$ cat src/rtl/state_ex_if.sv
// Execute-stage bundle: decode-side operands in, memory-side results out, busy feedback both ways.
// Latency: none (wires only).
// Backpressure: mem_busy stalls the execute stage, fb_ex stalls decode.
interface state_ex_if;
    // decode -> execute
    logic        complete_pre;
    logic [31:0] PC_input;
    logic [31:0] rs1_data;
    logic [31:0] rs2_data;
    logic [31:0] imm;
    logic [2:0]  funct3;
    logic        funct7_5;
    logic        funct7_0;
    logic [8:0]  op_class;
    logic [4:0]  RF_waddr_in;
    // memory -> execute
    logic        mem_busy;
    // execute -> memory / decode / fetch
    logic        complete_this;
    logic [31:0] PC_output;
    logic [4:0]  RF_waddr_out;
    logic [8:0]  mem_info_out;
    logic [31:0] Write_data_out;
    logic [31:0] mem_address_out;
    logic        br_valid;
    logic [31:0] br_target;
    logic        fb_ex;

    modport master (
        output complete_pre, PC_input, rs1_data, rs2_data, imm, funct3, funct7_5,
               funct7_0, op_class, RF_waddr_in, mem_busy,
        input  complete_this, PC_output, RF_waddr_out, mem_info_out, Write_data_out,
               mem_address_out, br_valid, br_target, fb_ex
    );

    modport slave (
        input  complete_pre, PC_input, rs1_data, rs2_data, imm, funct3, funct7_5,
               funct7_0, op_class, RF_waddr_in, mem_busy,
        output complete_this, PC_output, RF_waddr_out, mem_info_out, Write_data_out,
               mem_address_out, br_valid, br_target, fb_ex
    );
endinterface

$ cat src/rtl/state_ex.sv
// RV32 execute stage: ALU, branch resolve, store lane alignment, optional MUL (macro RV32_MUL_EN).
// Latency: accept at t -> complete_this at t+2 (MUL build: t+34 for MUL ops), plus mem_busy stall cycles.
// Backpressure: holds in EXE/MUL while mem_busy; fb_ex high while busy, complete_pre ignored outside INIT.
module state_ex (
    input  logic       clk,
    input  logic       rst,
    state_ex_if.slave  ex
);

`ifdef RV32_MUL_EN
    typedef enum logic [3:0] {
        INIT = 4'b0001,
        EXE  = 4'b0010,
        MUL  = 4'b0100,
        COM  = 4'b1000
    } state_t;
`else
    typedef enum logic [2:0] {
        INIT = 3'b001,
        EXE  = 3'b010,
        COM  = 3'b100
    } state_t;
`endif

    state_t state_q, state_d;

    // latched instruction
    logic [31:0] pc_q, rs1_q, rs2_q, imm_q;
    logic [2:0]  f3_q;
    logic        f75_q, f70_q;
    logic [8:0]  op_q;
    logic [4:0]  waddr_q;

    // decoded op class, bit order {R, I_alu, load, store, branch, jal, jalr, lui, auipc}
    logic is_r, is_i, is_ld, is_st, is_br, is_jal, is_jalr, is_lui, is_auipc, is_mul;

    // datapath
    logic [31:0] op2, alu_res, sra_res, exe_res, addr, st_data, wb_value;
    logic [4:0]  shamt;
    logic [3:0]  strb;
    logic        br_cond, redirect;
    logic        load_en, commit_en;

    // registered outputs
    logic [31:0] pc_out_q, wdata_q, maddr_q, btgt_q;
    logic [4:0]  rf_waddr_q;
    logic [8:0]  mem_info_q;
    logic        redirect_q;

    assign is_r     = op_q[8];
    assign is_i     = op_q[7];
    assign is_ld    = op_q[6];
    assign is_st    = op_q[5];
    assign is_br    = op_q[4];
    assign is_jal   = op_q[3];
    assign is_jalr  = op_q[2];
    assign is_lui   = op_q[1];
    assign is_auipc = op_q[0];
    assign is_mul   = is_r & f70_q;

    assign load_en   = (state_q == INIT) && ex.complete_pre;
    assign commit_en = (state_d == COM) && (state_q != COM);

    // state register; reset abandons any in-flight op
    always_ff @(posedge clk) begin
        if (rst) state_q <= INIT;
        else     state_q <= state_d;
    end

`ifdef RV32_MUL_EN
    // shift-add multiplier, one multiplier bit per MUL cycle
    logic [31:0] mcand_q, mplier_q, acc_q, acc_next, mul_prod;
    logic [5:0]  mul_cnt_q;
    logic        mul_last;

    assign acc_next = acc_q + (mplier_q[0] ? mcand_q : 32'd0);
    assign mul_last = (mul_cnt_q >= 6'd31);
    // after the 32nd step the accumulator already holds the product
    assign mul_prod = (mul_cnt_q == 6'd32) ? acc_q : acc_next;

    // load operands while in EXE, iterate while in MUL until 32 steps done
    always_ff @(posedge clk) begin
        if (state_q == EXE) begin
            mcand_q   <= rs1_q;
            mplier_q  <= rs2_q;
            acc_q     <= 32'd0;
            mul_cnt_q <= 6'd0;
        end else if (state_q == MUL && mul_cnt_q != 6'd32) begin
            acc_q     <= acc_next;
            mcand_q   <= {mcand_q[30:0], 1'b0};
            mplier_q  <= {1'b0, mplier_q[31:1]};
            mul_cnt_q <= mul_cnt_q + 6'd1;
        end
    end
`endif

    // next-state logic
    always_comb begin
        state_d = state_q;
        case (state_q)
            INIT: if (ex.complete_pre) state_d = EXE;
`ifdef RV32_MUL_EN
            EXE: begin
                if (is_mul)            state_d = MUL;
                else if (!ex.mem_busy) state_d = COM;
            end
            MUL: if (mul_last && !ex.mem_busy) state_d = COM;
`else
            EXE: if (!ex.mem_busy) state_d = COM;
`endif
            COM:     state_d = INIT;
            default: state_d = INIT;
        endcase
    end

    // capture the accepted instruction; later complete_pre pulses are ignored
    always_ff @(posedge clk) begin
        if (load_en) begin
            pc_q    <= ex.PC_input;
            rs1_q   <= ex.rs1_data;
            rs2_q   <= ex.rs2_data;
            imm_q   <= ex.imm;
            f3_q    <= ex.funct3;
            f75_q   <= ex.funct7_5;
            f70_q   <= ex.funct7_0;
            op_q    <= ex.op_class;
            waddr_q <= ex.RF_waddr_in;
        end
    end

    assign op2     = is_r ? rs2_q : imm_q;
    assign shamt   = op2[4:0];
    // kept on its own so the arithmetic shift stays signed
    assign sra_res = $signed(rs1_q) >>> shamt;
    assign addr    = rs1_q + imm_q;

    // ALU, subtract only for R-type with inst[30]
    always_comb begin
        alu_res = 32'd0;
        case (f3_q)
            3'd0: alu_res = (is_r && f75_q) ? (rs1_q - op2) : (rs1_q + op2);
            3'd1: alu_res = rs1_q << shamt;
            3'd2: alu_res = {31'd0, $signed(rs1_q) < $signed(op2)};
            3'd3: alu_res = {31'd0, rs1_q < op2};
            3'd4: alu_res = rs1_q ^ op2;
            3'd5: alu_res = f75_q ? sra_res : (rs1_q >> shamt);
            3'd6: alu_res = rs1_q | op2;
            3'd7: alu_res = rs1_q & op2;
            default: alu_res = 32'd0;
        endcase
    end

    // branch condition from funct3
    always_comb begin
        br_cond = 1'b0;
        case (f3_q)
            3'd0: br_cond = (rs1_q == rs2_q);
            3'd1: br_cond = (rs1_q != rs2_q);
            3'd4: br_cond = ($signed(rs1_q) <  $signed(rs2_q));
            3'd5: br_cond = ($signed(rs1_q) >= $signed(rs2_q));
            3'd6: br_cond = (rs1_q <  rs2_q);
            3'd7: br_cond = (rs1_q >= rs2_q);
            default: br_cond = 1'b0;
        endcase
    end

    assign redirect = (is_br & br_cond) | is_jal | is_jalr;

    // store byte strobes and lane-replicated store data
    always_comb begin
        strb    = 4'b0000;
        st_data = rs2_q;
        if (is_st) begin
            case (f3_q[1:0])
                2'd0: begin
                    strb    = 4'b0001 << addr[1:0];
                    st_data = {4{rs2_q[7:0]}};
                end
                2'd1: begin
                    strb    = 4'b0011 << {addr[1], 1'b0};
                    st_data = {2{rs2_q[15:0]}};
                end
                default: begin
                    strb    = 4'b1111;
                    st_data = rs2_q;
                end
            endcase
        end
    end

    // writeback value; loads carry the address, MUL without the multiplier yields 0
    always_comb begin
        exe_res = 32'd0;
        if (is_lui)                exe_res = imm_q;
        else if (is_auipc)         exe_res = pc_q + imm_q;
        else if (is_jal | is_jalr) exe_res = pc_q + 32'd4;
        else if (is_ld)            exe_res = addr;
        else if (is_mul)           exe_res = 32'd0;
        else if (is_r | is_i)      exe_res = alu_res;
    end

`ifdef RV32_MUL_EN
    assign wb_value = (state_q == MUL) ? mul_prod : (is_st ? st_data : exe_res);
`else
    assign wb_value = is_st ? st_data : exe_res;
`endif

    // control-type outputs, reset so the memory stage never sees stale writes
    always_ff @(posedge clk) begin
        if (rst) begin
            rf_waddr_q <= 5'd0;
            mem_info_q <= 9'd0;
            redirect_q <= 1'b0;
        end else if (commit_en) begin
            rf_waddr_q <= (is_br | is_st) ? 5'd0 : waddr_q;
            mem_info_q <= {f3_q, is_st, is_ld, strb};
            redirect_q <= redirect;
        end
    end

    // data outputs, frozen from COM entry until the next commit
    always_ff @(posedge clk) begin
        if (commit_en) begin
            pc_out_q <= pc_q;
            wdata_q  <= wb_value;
            maddr_q  <= addr;
            btgt_q   <= is_jalr ? (addr & ~32'd1) : (pc_q + imm_q);
        end
    end

    assign ex.complete_this   = ~rst & (state_q == COM);
    assign ex.br_valid        = ~rst & (state_q == COM) & redirect_q;
    assign ex.fb_ex           = ~rst & (state_q != INIT);
    assign ex.PC_output       = pc_out_q;
    assign ex.RF_waddr_out    = rf_waddr_q;
    assign ex.mem_info_out    = mem_info_q;
    assign ex.Write_data_out  = wdata_q;
    assign ex.mem_address_out = maddr_q;
    assign ex.br_target       = btgt_q;

endmodule

$ cat src/flat_wrapper.sv
// flat-port wrapper written by rule: the top's interface ports become plain ports
module state_ex_flat 
  (clk, rst, ex_complete_pre, ex_PC_input, ex_rs1_data, ex_rs2_data, ex_imm, ex_funct3, ex_funct7_5, ex_funct7_0, ex_op_class, ex_RF_waddr_in, ex_mem_busy, ex_complete_this, ex_PC_output, ex_RF_waddr_out, ex_mem_info_out, ex_Write_data_out, ex_mem_address_out, ex_br_valid, ex_br_target, ex_fb_ex);
  state_ex_if ex_i ();
  input  logic clk;
  input  logic rst;
  input wire logic [$bits(ex_i.complete_pre)-1:0] ex_complete_pre;
  input wire logic [$bits(ex_i.PC_input)-1:0] ex_PC_input;
  input wire logic [$bits(ex_i.rs1_data)-1:0] ex_rs1_data;
  input wire logic [$bits(ex_i.rs2_data)-1:0] ex_rs2_data;
  input wire logic [$bits(ex_i.imm)-1:0] ex_imm;
  input wire logic [$bits(ex_i.funct3)-1:0] ex_funct3;
  input wire logic [$bits(ex_i.funct7_5)-1:0] ex_funct7_5;
  input wire logic [$bits(ex_i.funct7_0)-1:0] ex_funct7_0;
  input wire logic [$bits(ex_i.op_class)-1:0] ex_op_class;
  input wire logic [$bits(ex_i.RF_waddr_in)-1:0] ex_RF_waddr_in;
  input wire logic [$bits(ex_i.mem_busy)-1:0] ex_mem_busy;
  output wire logic [$bits(ex_i.complete_this)-1:0] ex_complete_this;
  output wire logic [$bits(ex_i.PC_output)-1:0] ex_PC_output;
  output wire logic [$bits(ex_i.RF_waddr_out)-1:0] ex_RF_waddr_out;
  output wire logic [$bits(ex_i.mem_info_out)-1:0] ex_mem_info_out;
  output wire logic [$bits(ex_i.Write_data_out)-1:0] ex_Write_data_out;
  output wire logic [$bits(ex_i.mem_address_out)-1:0] ex_mem_address_out;
  output wire logic [$bits(ex_i.br_valid)-1:0] ex_br_valid;
  output wire logic [$bits(ex_i.br_target)-1:0] ex_br_target;
  output wire logic [$bits(ex_i.fb_ex)-1:0] ex_fb_ex;
  assign ex_i.complete_pre = ex_complete_pre;
  assign ex_i.PC_input = ex_PC_input;
  assign ex_i.rs1_data = ex_rs1_data;
  assign ex_i.rs2_data = ex_rs2_data;
  assign ex_i.imm = ex_imm;
  assign ex_i.funct3 = ex_funct3;
  assign ex_i.funct7_5 = ex_funct7_5;
  assign ex_i.funct7_0 = ex_funct7_0;
  assign ex_i.op_class = ex_op_class;
  assign ex_i.RF_waddr_in = ex_RF_waddr_in;
  assign ex_i.mem_busy = ex_mem_busy;
  assign ex_complete_this = ex_i.complete_this;
  assign ex_PC_output = ex_i.PC_output;
  assign ex_RF_waddr_out = ex_i.RF_waddr_out;
  assign ex_mem_info_out = ex_i.mem_info_out;
  assign ex_Write_data_out = ex_i.Write_data_out;
  assign ex_mem_address_out = ex_i.mem_address_out;
  assign ex_br_valid = ex_i.br_valid;
  assign ex_br_target = ex_i.br_target;
  assign ex_fb_ex = ex_i.fb_ex;
  state_ex u_core (.clk(clk), .rst(rst), .ex(ex_i));
endmodule
$ cat config.mk
export PLATFORM = sky130hd
export DESIGN_NAME = state_ex_flat
export DESIGN_NICKNAME = d
export VERILOG_FILES = /design/src/rtl/state_ex_if.sv /design/src/rtl/state_ex.sv /design/src/flat_wrapper.sv
export SDC_FILE = /design/constraint.sdc
export NUM_CORES = 1
export LEC_CHECK = 0
export ABC_CLOCK_PERIOD_IN_PS = 17600
export CORE_MARGIN = 1
export CORE_UTILIZATION = 55
export DETAILED_ROUTE_END_ITERATION = 8
export PLACE_DENSITY = 0.79
export REMOVE_ABC_BUFFERS = 1
export SYNTH_ARGS = -nofsm -noshare
export SYNTH_HDL_FRONTEND = slang
export SYNTH_SLANG_ARGS = --single-unit
$ cat constraint.sdc
create_clock -name clk -period 17.6 [get_ports clk]
set_input_delay 2.64 -clock clk [delete_from_list [all_inputs] [get_ports clk]]
set_output_delay 2.64 -clock clk [all_outputs]
set_load 0.005 [all_outputs]
### After elaboration in Yosys (flattened, before gate mapping)

Cells that the tools add are included.

| cells by class | value |
|---|---|
| muxes and demuxes | 20 |
| bitwise gates (word level) | 14 |
| reduce and logical (&&, ||, !) cells | 5 |
| add/subtract/negate cells | 5 |
| magnitude comparators | 6 |
| equality and inequality tests | 16 |
| shift-type cells | 5 |

Operators by type and width:

| kind | number |
|---|---|
| 32-bit two-way mux | 11 |
| 32-bit case mux with 8 select lines | 1 |
| 32-bit < comparator | 4 |
| 32-bit adder | 3 |
| 32-bit greater-or-equal comparator | 2 |
| 32-bit case mux with 2 select lines | 1 |
| 32-bit by 3-bit adder with 32-bit output (second input constant) | 1 |
| 32-bit AND | 1 |
| 32-bit equality test | 1 |
| 32-bit inequality test | 1 |
| 32-bit OR | 1 |
| 32-bit by 5-bit << shifter with 32-bit output | 1 |
| 32-bit by 5-bit right shift with 32-bit output | 1 |
| 32-bit by 5-bit >>> shifter with 32-bit output | 1 |
| 32-bit subtractor | 1 |
| 32-bit XOR | 1 |
| 3-bit equality test (second input constant) | 6 |
| 3-bit by 2-bit equality test with 1-bit output (second input constant) | 3 |
| 4-bit case mux with 2 select lines | 1 |
| 3-bit by 1-bit equality test with 1-bit output (second input constant) | 2 |
| 3-bit two-way mux | 2 |
| 1-bit case mux with 6 select lines | 1 |
| 3-bit case mux with 2 select lines | 1 |
| 1-bit AND | 5 |
| 12 further kinds | 18 |

| storage, ports and cells | value |
|---|---|
| register bits | 293 |
| output and inout port bits | 145 |
| logic and storage cells | 89 |

### Logic depth before layout (Yosys ltp)

| logic depth | value |
|---|---|
| depth after elaboration | 11 |
| gate-level depth with buffers | 19 |
| depth with buffers taken out | 15 |

### Least setup slack after synthesis

Ideal clock, no wire load.

| path | value |
|---|---|
| path type | input to register |
| start | in ex_complete_pre |
| end | reg u_core.f3_q[0], enable pin |
| path slack | 4.106 ns |
| arrival time | 12.656 ns |
| path buffers | 0 |
| cell stages on the path | 2 |
| setup time | 0.837 ns |
| data required time | 16.763 ns |
| path through | nand2_1 > nor3_1 |

| between the ends | value |
|---|---|
| word-level cells in the longest chain between the ends | 1 |

RTL lines:

| item | line | source |
|---|---|---|
| start, declared | flat_wrapper.sv:7 | `input wire logic [$bits(ex_i.complete_pre)-1:0] ex_complete_pre;` |
| 1-bit logical AND | state_ex.sv:61 | `assign load_en = (state_q == INIT) && ex.complete_pre;` |
| net u_core.load_en | state_ex.sv:42 | `logic load_en, commit_en;` |
| end signal, assigned | state_ex.sv:123 | `f3_q <= ex.funct3;` |
| end, declared | state_ex.sv:29 | `logic [2:0] f3_q;` |

The timed path passes the listed nets, and every way through them passes these cells.
A chain may end at the register's enable or synchronous reset.

### Worst setup path in the final report

| path | value |
|---|---|
| start | in rst |
| end | out ex_br_valid |

| between the ends | value |
|---|---|
| word-level cells in the longest chain between the ends | 3 |

RTL lines:

| item | line | source |
|---|---|---|
| start, declared | flat_wrapper.sv:6 | `input logic rst;` |
| 1-bit NOT | state_ex.sv:232 | `assign ex.br_valid = ~rst & (state_q == COM) & redirect_q;` |
| 1-bit AND (2 in a row) | state_ex.sv:232 |  |
| end, declared | flat_wrapper.sv:24 | `output wire logic [$bits(ex_i.br_valid)-1:0] ex_br_valid;` |

No other way between the ends.

==> results.md <==
- Status: finished with violations
- Failing checks: design-rule violations
- ANT cells: 0
- Synth top area share: 32.8%
- Area Overhead vs Synth: 17.7%
- Post-synthesis mux area share: 8.84%
- Row cnt: 78
- I/O Buffers: 295
- Post-CTS Setup Bufs: 0
- Sequential share of the synthesized area: 34.2%
- Least-Margin Pin Slew: 1.19 ns
- CTS Buffer Depth: 3
- PwrDens: 83.3 mW/mm2
- Startpoint types: input pin
- Final Cycle Share: 40.8%
- Final setup violation count: 0
- Gpl congestion: 1.03
- RSZ-0062 raised after global routing: no
- Synth Area per Inst: 8.94 um2
- Antenna viol nets, final: 0
- Min Tclk post-route: 7.18 ns
- CP max stage delay: 0.74 ns
- GRT Util Overall: 44.9%
- Layout cells sized above 1: 6.44%
- Worst-path maximum fanout: 19
- Most common cell on crit path: clkdlybuf4s50_1
- Post-synth EDFFs: 275
- Full die area: 0.0467 mm2
- Clk sinks: 293
- CTS clk-pin slew, worst paths: 0.06 ns
- CP required: 14.96 ns
- Top delay family on crit path: buffers and inverters
- DRT iter0 DRCs: 3846
- Routed len/inst: 29.5 um
- Nets: 3380
- Compound-gate portion of the synthesized area: 23.7%
- Crit end category: primary output
- Max cap viols: 0
- DIE WIDTH: 216 um
- Cell accounting for the most synthesized area: edfxtp_1
- Synthesis warning total: 0
- Buf+Inv Stages, Crit Path: 2
- Layout Cells excl Fill: 3658
- Total grt overflow: 0
- Synth cell types: 89
- Fin util: 65.5%
- WL final: 108 mm
- Total CTS buffers: 31
- Cell area after synthesis: 0.0252 mm2
- Crit path DAT: 4.54 ns
- DRC Markers: 4
- Setup TNS: 0 ns
- Core Area: 0.0453 mm2
- Xor/xnor share of the synthesized area: 3.54%
- Synth Area in Adders: 9.85%
- Inst Count DP: 3600
- Synth Flop Type: edfxtp_1
- Placement Cell Area: 0.0287 mm2
- Worst path cell trace: clkdlybuf4s50_1, nor4b_1, and2_1, clkdlybuf4s50_1
- Top Ports: 296
- Initial antenna violation count: 3
- Initial Util: 55.7%
- Static Leakage: 0.0115 uW
- VDD IR max: 0.0000843 V
- Yosys reg bits: 293
- Worst Setup Path Type: input pin to primary output
- Total power draw: 2470 uW
- Post-CTS Hold Buffers: 0
- Fmax: 0.139 GHz
- CTS tree: done
- Final hold vios: 0
- Routed vias: 25900
- Fin area: 0.0297 mm2
- CTS root buf: clkbuf_16
- Main combinational cell family by area after synthesis: compound AO/OA/AOI/OAI gates
- Type of the most critical hold path: register to register
- Die height: 216 um
- Max Slew Vio Count: 0
- Final Skew: 0.0414 ns
- Largest net degree at the start of global routing: 75
- Final HPWL DP: 80.9 mm
- Max-slew headroom: 19.4%
- Clk_lat worst skew: 0.64 ns
- Post-Synth Simple-Gate Area: 14.7%
- Ranking of synthesized cells by area: edfxtp_1 (33%), ha_1 (9.5%), a21oi_1 (6.0%)
- Vias in the first global route: 24600
- Synth cell count leaders: a21oi_1 (302), nand2_1 (302), edfxtp_1 (275)
- Synthesized instance count: 2820
- Drt via density: 7.08
- Initial DRT Pass Iterations: 9
- H-tree levels: 1
- First-pass GRT wire length: 157 mm
- Critical path's slowest cell: clkdlybuf4s50_1
- Post-CTS Resized: 0
- Async S/R FF share, synth: 0%
## cells in the final DEF, fill, tap and decap left out, types with 14 or more instances in the layout
master           count
a211oi_1            47
a21o_1              56
a21oi_1            302
a221o_1             16
a221oi_1            34
a31oi_1             32
and2_1              16
and3_1              23
buf_4               52
clkbuf_16           31
clkdlybuf4s50_1    295
dfxtp_1             18
edfxtp_1           275
ha_1               192
inv_1              149
mux2i_1            101
mux4_2              39
nand2_1            301
nand2b_1            23
nand3_1             63
nand4_1             23
nor2_1             207
nor2b_1             17
nor3_1              58
nor4_1              16
o211ai_1            40
o21a_1              26
o21ai_0            199
o21ai_1             14
o21bai_1            24
o221ai_1            18
o31ai_1             21
xnor2_1             67
xor2_1              35
## per-stage QoR
stage	hold WS (ns)	worst slack [ns]
floorplan	0.442	4.11
global placement	0.446	10.50
detailed placement	0.447	10.47
CTS	0.455	10.47
global route	0.488	10.33
finish	0.456	10.42
## cells by family after synthesis
kind of cell               Yosys count
xor gates and xnor gates           102
muxes                              162
DFF                                293
adders and majority gates          196
and+or+nand+nor                    807
buffers and inverters              322
AOI/OAI and AO/OA                  938
## power by group
part | internal, uW | total (uW) | switching, uW
clock network | 384 | 683 | 299
logic | 328 | 918 | 589
registers | 811 | 871 | 60.2
## registers in the layout (all words and copies together), names as in the netlist, 9 cells and up
register,flops
u_core.ex.mem_info_out,9
u_core.rs1_q,32
u_core.ex.mem_address_out,32
u_core.ex.br_target,32
u_core.imm_q,32
u_core.ex.PC_output,32
u_core.rs2_q,32
u_core.pc_q,32
u_core.op_q,9
u_core.ex.Write_data_out,32
## worst min-delay path, cell delays in order, from the launching register on
cell and delay, ns:
dfxtp_1 0.31, nand2_1 0.05, a21oi_1 0.05
## metal layers
metal	part of all wire [%]	global-route usage [%]	vias to the layer above
met1	37	58.8	12200
met3	13	11.1	489
met2	43	67.5	2144
met4	7.2	26.6	4
met5	0.023	0	-
li1	-	-	11000
## layout make-up
class,instances,area (um2)
Clock buffer,38,802
Clock inverter,20,221
Fill cell,3574,15600
Inverter,155,589
Multi-Input combinational cell,2205,15300
Sequential cell,293,8620
Tap cell,600,751
Timing Repair Buffer,347,3340
## worst paths after layout
path / end / startpoint / cells after the start / slack (ns)
setup / recovery: ex_br_valid / rst / 4 / 10.42
hold / removal: u_core.ex.mem_info_out[4]$_SDFFE_PP0P_ / u_core.ex.mem_info_out[4]$_SDFFE_PP0P_ / 2 / 0.46
setup reg to reg: u_core.ex.Write_data_out[28]$_DFFE_PP_ / u_core.op_q[8]$_DFFE_PP_ / 16 / 11.37
hold reg to reg: u_core.ex.mem_info_out[4]$_SDFFE_PP0P_ / u_core.ex.mem_info_out[4]$_SDFFE_PP0P_ / 2 / 0.46
(Power assumes the default switching activity.)
